<file path="config.mk">
export PLATFORM = sky130hd
export DESIGN_NAME = button_conditioner
export DESIGN_NICKNAME = d
export VERILOG_FILES = /design/src/rtl/button_conditioner.sv
export SDC_FILE = /design/constraint.sdc
export NUM_CORES = 1
export LEC_CHECK = 0
export ABC_AREA = 1
export CAP_MARGIN = 20
export CORE_UTILIZATION = 51
export CTS_BUF_LIST = sky130_fd_sc_hd__clkbuf_4 sky130_fd_sc_hd__clkbuf_8
export CTS_CLUSTER_DIAMETER = 150
export DETAILED_ROUTE_END_ITERATION = 6
export PLACE_DENSITY_LB_ADDON = 0.08
export SYNTH_ARGS = -nofsm -noshare
export SYNTH_HDL_FRONTEND = slang
export SYNTH_SLANG_ARGS = --single-unit
export TNS_END_PERCENT = 20
</file>
<file path="constraint.sdc">
create_clock -name clk -period 2 [get_ports clk]
set_clock_uncertainty 0.15 [all_clocks]
set_input_delay 0.5 -clock clk [delete_from_list [all_inputs] [get_ports clk]]
set_output_delay 0.5 -clock clk [all_outputs]
set_load 0.02 [all_outputs]
</file>
<file path="src/rtl/button_conditioner.sv">
// button_conditioner
//
// Input stage between raw board push-buttons and the Player core.
// Each button goes through three stages:
//   1. A two-flop synchroniser.
//   2. A debouncer. It only accepts a new level once the synchronised
//      input has held that level for DEBOUNCE_CYCLES consecutive cycles.
//   3. A one-cycle press or release pulse, raised when a new level is
//      accepted.
// The block also generates player_reset. It stays high while the
// designated reset button is held. It then stays high for RESET_STRETCH
// more cycles after that button is released, or after local reset.
//
// Ports
//   clk          system clock
//   reset        synchronous, active-high reset for this block
//   btn          raw asynchronous button pins (polarity set by ACTIVE_LOW)
//   btn_level    debounced state, 1 = pressed
//   btn_press    one-cycle pulse when a press is accepted
//   btn_release  one-cycle pulse when a release is accepted
//   player_reset synchronous active-high reset for the downstream player
module button_conditioner #(
    parameter int NUM_BTN         = 4,
    parameter int DEBOUNCE_CYCLES = 500000,
    parameter int ACTIVE_LOW      = 1,
    parameter int RESET_BTN       = 0,
    parameter int RESET_STRETCH   = 16
) (
    input  logic               clk,
    input  logic               reset,
    input  logic [NUM_BTN-1:0] btn,
    output logic [NUM_BTN-1:0] btn_level,
    output logic [NUM_BTN-1:0] btn_press,
    output logic [NUM_BTN-1:0] btn_release,
    output logic               player_reset
);

    localparam int CNT_W = $clog2(DEBOUNCE_CYCLES);
    localparam int STR_W = $clog2(RESET_STRETCH + 1);

    // Pin level of a button that is not pressed.
    localparam logic [NUM_BTN-1:0] IDLE_PINS = (ACTIVE_LOW != 0) ? '1 : '0;
    localparam logic [CNT_W-1:0]   CNT_LAST  = CNT_W'(DEBOUNCE_CYCLES - 1);
    localparam logic [STR_W-1:0]   STR_LOAD  = STR_W'(RESET_STRETCH);

    logic [NUM_BTN-1:0] sync1;
    logic [NUM_BTN-1:0] sync2;
    logic [NUM_BTN-1:0] raw_pressed;

    logic [CNT_W-1:0]   cnt     [NUM_BTN];
    logic [CNT_W-1:0]   cnt_nxt [NUM_BTN];
    logic [NUM_BTN-1:0] level_nxt;
    logic [NUM_BTN-1:0] press_nxt;
    logic [NUM_BTN-1:0] release_nxt;

    logic [STR_W-1:0]   stretch;

    // Synchroniser. It resets to the idle pin level so that reset itself
    // never looks like a press.
    always_ff @(posedge clk) begin
        if (reset) begin
            sync1 <= IDLE_PINS;
            sync2 <= IDLE_PINS;
        end else begin
            sync1 <= btn;
            sync2 <= sync1;
        end
    end

    assign raw_pressed = sync2 ^ IDLE_PINS;

    // Debounce decision for each button. Any cycle where the input agrees
    // with the accepted level clears the count, so a bounce gives no
    // partial credit.
    always_comb begin
        level_nxt   = btn_level;
        press_nxt   = '0;
        release_nxt = '0;
        for (int i = 0; i < NUM_BTN; i++) begin
            cnt_nxt[i] = '0;
            if (raw_pressed[i] != btn_level[i]) begin
                if (cnt[i] == CNT_LAST) begin
                    level_nxt[i]   = raw_pressed[i];
                    press_nxt[i]   = raw_pressed[i];
                    release_nxt[i] = ~raw_pressed[i];
                end else begin
                    cnt_nxt[i] = cnt[i] + CNT_W'(1);
                end
            end
        end
    end

    always_ff @(posedge clk) begin
        if (reset) begin
            btn_level   <= '0;
            btn_press   <= '0;
            btn_release <= '0;
            for (int i = 0; i < NUM_BTN; i++) begin
                cnt[i] <= '0;
            end
        end else begin
            btn_level   <= level_nxt;
            btn_press   <= press_nxt;
            btn_release <= release_nxt;
            for (int i = 0; i < NUM_BTN; i++) begin
                cnt[i] <= cnt_nxt[i];
            end
        end
    end

    // Stretch counter. It loads on the same edge that raises the release
    // pulse. player_reset reads the old btn_level on that edge, so the
    // hand-over from "button held" to "stretch running" leaves no gap.
    always_ff @(posedge clk) begin
        if (reset) begin
            stretch <= STR_LOAD;
        end else if (release_nxt[RESET_BTN]) begin
            stretch <= STR_LOAD;
        end else if (stretch != '0) begin
            stretch <= stretch - STR_W'(1);
        end
    end

    always_ff @(posedge clk) begin
        if (reset) begin
            player_reset <= 1'b1;
        end else begin
            player_reset <= btn_level[RESET_BTN] | (stretch != '0);
        end
    end

endmodule

</file>
==> results.json <==
{
  "outcome": "completed",
  "power_frac_comb_pct": 6.4,
  "number_of_antenna_violations_at_the_first_check_in_global_routing": 0,
  "start_util_pct": 53.7,
  "route.detailed.drc": 0,
  "finalSetupViolCount": 0,
  "post_synth_num_cell_types": 29,
  "max-clock-path-buffers": 2,
  "grt_first_pass_wirelength_um": 15000,
  "post-route-period-util_pct": 97.3,
  "finish.utilization_pct": 60.0,
  "cellInternalPower_w": 0.00299,
  "synth_enable_flop_cells": 0,
  "coreArea_mm2": 0.00885,
  "timing.max_slew.rel_slack_pct": 62.6,
  "power.share.switching_pct": 22.3,
  "final.setup.tns_ns": 0,
  "drt-pass1-iter-count": 6,
  "yosys_warnings": 0,
  "postSynthCellCount": 683,
  "drive_above_1_share_pct": 8.36,
  "synth_area_mm2": 0.00475,
  "mux_share_of_post_synthesis_cell_area_pct": 0,
  "timing.final.ws_setup_ns": 0.0530,
  "finalWirelength_um": 8670,
  "synth_xor_area_share_pct": 6.09,
  "synthSimpleGateAreaFrac_pct": 36.3,
  "max-vdd-ir-drop_uv": 401,
  "ys_async_sr_fraction_pct": 0,
  "cellLeakagePower_nw": 2.00,
  "syn_nets": 694,
  "critPathKind": "reg -> out",
  "clk_transition_reported_paths_ns": 0.09,
  "critPathSlowestCell": "sky130_fd_sc_hd__clkdlybuf4s50_1",
  "max_cap_violations": 0,
  "sequentialPowerShare_pct": 55.1,
  "tritoncts": "done",
  "io_pins": 19,
  "detailedPlace.worstSlack_ns": 0.0207,
  "critical_path.n_buffers_inverters": 1,
  "fp.dieArea_mm2": 0.00970,
  "ys.flop_type": "sky130_fd_sc_hd__dfxtp_1",
  "vias_in_the_first_global_route": 3682,
  "final_hold_violation_count": 0,
  "dpl.hpwl_um": 6570,
  "worst_pin_slew_ns": 0.561,
  "tightest_hold_check_type": "reg -> reg",
  "final_area_mm2": 0.00531,
  "design.final.nets": 724,
  "cp_max_fo": 1,
  "global_route.usage.total_pct": 18.9,
  "worstSetupStartpointType": "register",
  "syn_area_per_cell_um2": 6.95,
  "clk-insertion-delay-late_ns": 0.36,
  "rsz0062_at_grt": "false",
  "die_y_um": 98.5,
  "max_fclk_mhz": 514,
  "post_drt_wl_per_cell_um": 10.5,
  "adder_cell_area_share_of_the_yosys_netlist_pct": 1.32,
  "place_congestion": 0.839,
  "power.net_switching_w": 0.000858,
  "cp.arrival_ns": 1.30,
  "power.clock.fraction_pct": 38.5,
  "min_period_ns": 1.95,
  "post-cts-setup-buffer-count": 0,
  "diodes_inserted": 0,
  "numPlacedInstances": 810,
  "cts-buffers-inserted": 9,
  "vias_per_cell": 4.77,
  "portBuffers": 18,
  "drv_slew": 0,
  "global_route.overflow_total": 0,
  "routed_via_count": 3938,
  "flow.area_growth_from_synthesis_pct": 11.7,
  "cp_slowest_stage_delay_ns": 0.60,
  "dieWidth_um": 98.5,
  "antenna_violating_nets_post_route": 0,
  "synth_compound_gate_area_share_pct": 5.22,
  "synth-seq-area-share_pct": 43.0,
  "cp_top_family": "buffers and inverters",
  "flop_and_latch_count_out_of_synthesis": 102,
  "cell_by_cell_listing_of_the_critical_path": "clkdlybuf4s50_1",
  "num_rows": 34,
  "synth_top_family_by_area": "simple AND/OR/NAND/NOR gates",
  "worst-endpoint-required_ns": 1.35,
  "pin_count_of_the_biggest_net_entering_global_routing": 19,
  "finalNonFillerCells": 826,
  "clockRootBuffer": "sky130_fd_sc_hd__clkbuf_8",
  "power.density_cell_area_mw_per_mm2": 725,
  "cts.htree.levels": 3,
  "crit_end_element": "output port",
  "first_iter_violations": 71,
  "place_area_mm2": 0.00506,
  "cts_num_sinks": 102
}
[kinds of logic after synthesis]
kind of cell | after synthesis
flops | 102
xor+xnor | 33
buf+inv | 94
fa+ha+maj | 5
simple gates | 406
compound gates | 43
[power by group through the flow]
stage	clock network [W]	logic (W)	registers (W)
after floorplan	0	0.000192	0.00216
after global placement	0	0.000236	0.00217
after detailed placement	0	0.000246	0.00217
after CTS	0.00153	0.000247	0.00212
after global routing	0.00160	0.000287	0.00213
final	0.00148	0.000244	0.00212
[metal layers]
layer / global-route usage [%] / wire (um) / vias up
met1: 22.0 / 4130 / 1730
met4: 4.71 / 94 / 0
met3: 4.40 / 253 / 12
li1: - / - / 2158
met5: 0 / 0 / -
met2: 35.0 / 4190 / 38
[cell type report]
class                   count  area, um2
fillers                   842       3540
flip-flops and latches    102       2040
repair buffers             25        228
clock buffers              12        159
inverters                  88        330
multi-input cells         487       2330
well taps                 108        135
clock inverters             4       77.6
[sequential cells by signal, indices dropped and copies added (netlist names)]
register and count:
btn_press 4, sync2 4, stretch 5, btn_level 4, player_reset 1, cnt 76, btn_release 4, sync1 4
[layout by cell type, fill, tap and decap left out, types with 2 or more instances in the layout]
cell and n:
sky130_fd_sc_hd__nand2_1 170, sky130_fd_sc_hd__nor2_1 148, sky130_fd_sc_hd__dfxtp_1 102, sky130_fd_sc_hd__inv_1 85, sky130_fd_sc_hd__nand3_1 35, sky130_fd_sc_hd__xor2_1 29, sky130_fd_sc_hd__a21oi_1 27, sky130_fd_sc_hd__or2_2 15
sky130_fd_sc_hd__clkdlybuf4s50_1 14, sky130_fd_sc_hd__o21ai_0 12, sky130_fd_sc_hd__nor3_1 11, sky130_fd_sc_hd__clkbuf_8 11, sky130_fd_sc_hd__nand4_1 7, sky130_fd_sc_hd__buf_4 7, sky130_fd_sc_hd__nand3_2 6, sky130_fd_sc_hd__nor2_2 4
sky130_fd_sc_hd__xnor2_1 4, sky130_fd_sc_hd__ha_1 4, sky130_fd_sc_hd__dlygate4sd2_1 4, sky130_fd_sc_hd__inv_2 3, sky130_fd_sc_hd__o21ai_4 3, sky130_fd_sc_hd__nand3b_1 2, sky130_fd_sc_hd__and3_1 2, sky130_fd_sc_hd__bufinv_16 2
[path summary, 6_finish.rpt]
check               start      endpoint  slack, ns  cells past startpoint
max          btn_press[0]  btn_press[0]       0.05                      1
min reg2reg      sync1[0]      sync2[0]       0.27                      1
max reg2reg     cnt[2][0]    cnt[2][16]       0.19                      8
min              sync1[0]      sync2[0]       0.27                      1
[metrics by stage]
stage          hold slack (ns)  total power (W)
3_5_place_dp             0.251          0.00241
3_3_place_gp             0.242          0.00240
5_1_grt                  0.269          0.00402
2_1_floorplan            0.239          0.00236
6_report                 0.265          0.00385
4_1_cts                  0.270          0.00390
[synth_stat cells (5+ instances only)]
| library cell | n | area, um2 |
|---|---|---|
| sky130_fd_sc_hd__a21oi_1 | 27 | 135 |
| sky130_fd_sc_hd__dfxtp_1 | 102 | 2040 |
| sky130_fd_sc_hd__ha_1 | 5 | 62.6 |
| sky130_fd_sc_hd__inv_1 | 86 | 323 |
| sky130_fd_sc_hd__nand2_1 | 170 | 638 |
| sky130_fd_sc_hd__nand3_1 | 35 | 175 |
| sky130_fd_sc_hd__nand3_2 | 6 | 60.1 |
| sky130_fd_sc_hd__nand4_1 | 7 | 43.8 |
| sky130_fd_sc_hd__nor2_1 | 148 | 556 |
| sky130_fd_sc_hd__nor3_1 | 11 | 55.1 |
| sky130_fd_sc_hd__o21ai_0 | 12 | 60.1 |
| sky130_fd_sc_hd__or2_2 | 15 | 93.8 |
| sky130_fd_sc_hd__xor2_1 | 29 | 254 |
[repair_timing]
item	CTS	global route
gates resized for setup	4	3
setup endpoints to repair	4	17
hold buffers	0	0
No activity file was read; power rests on OpenSTA's default activity.
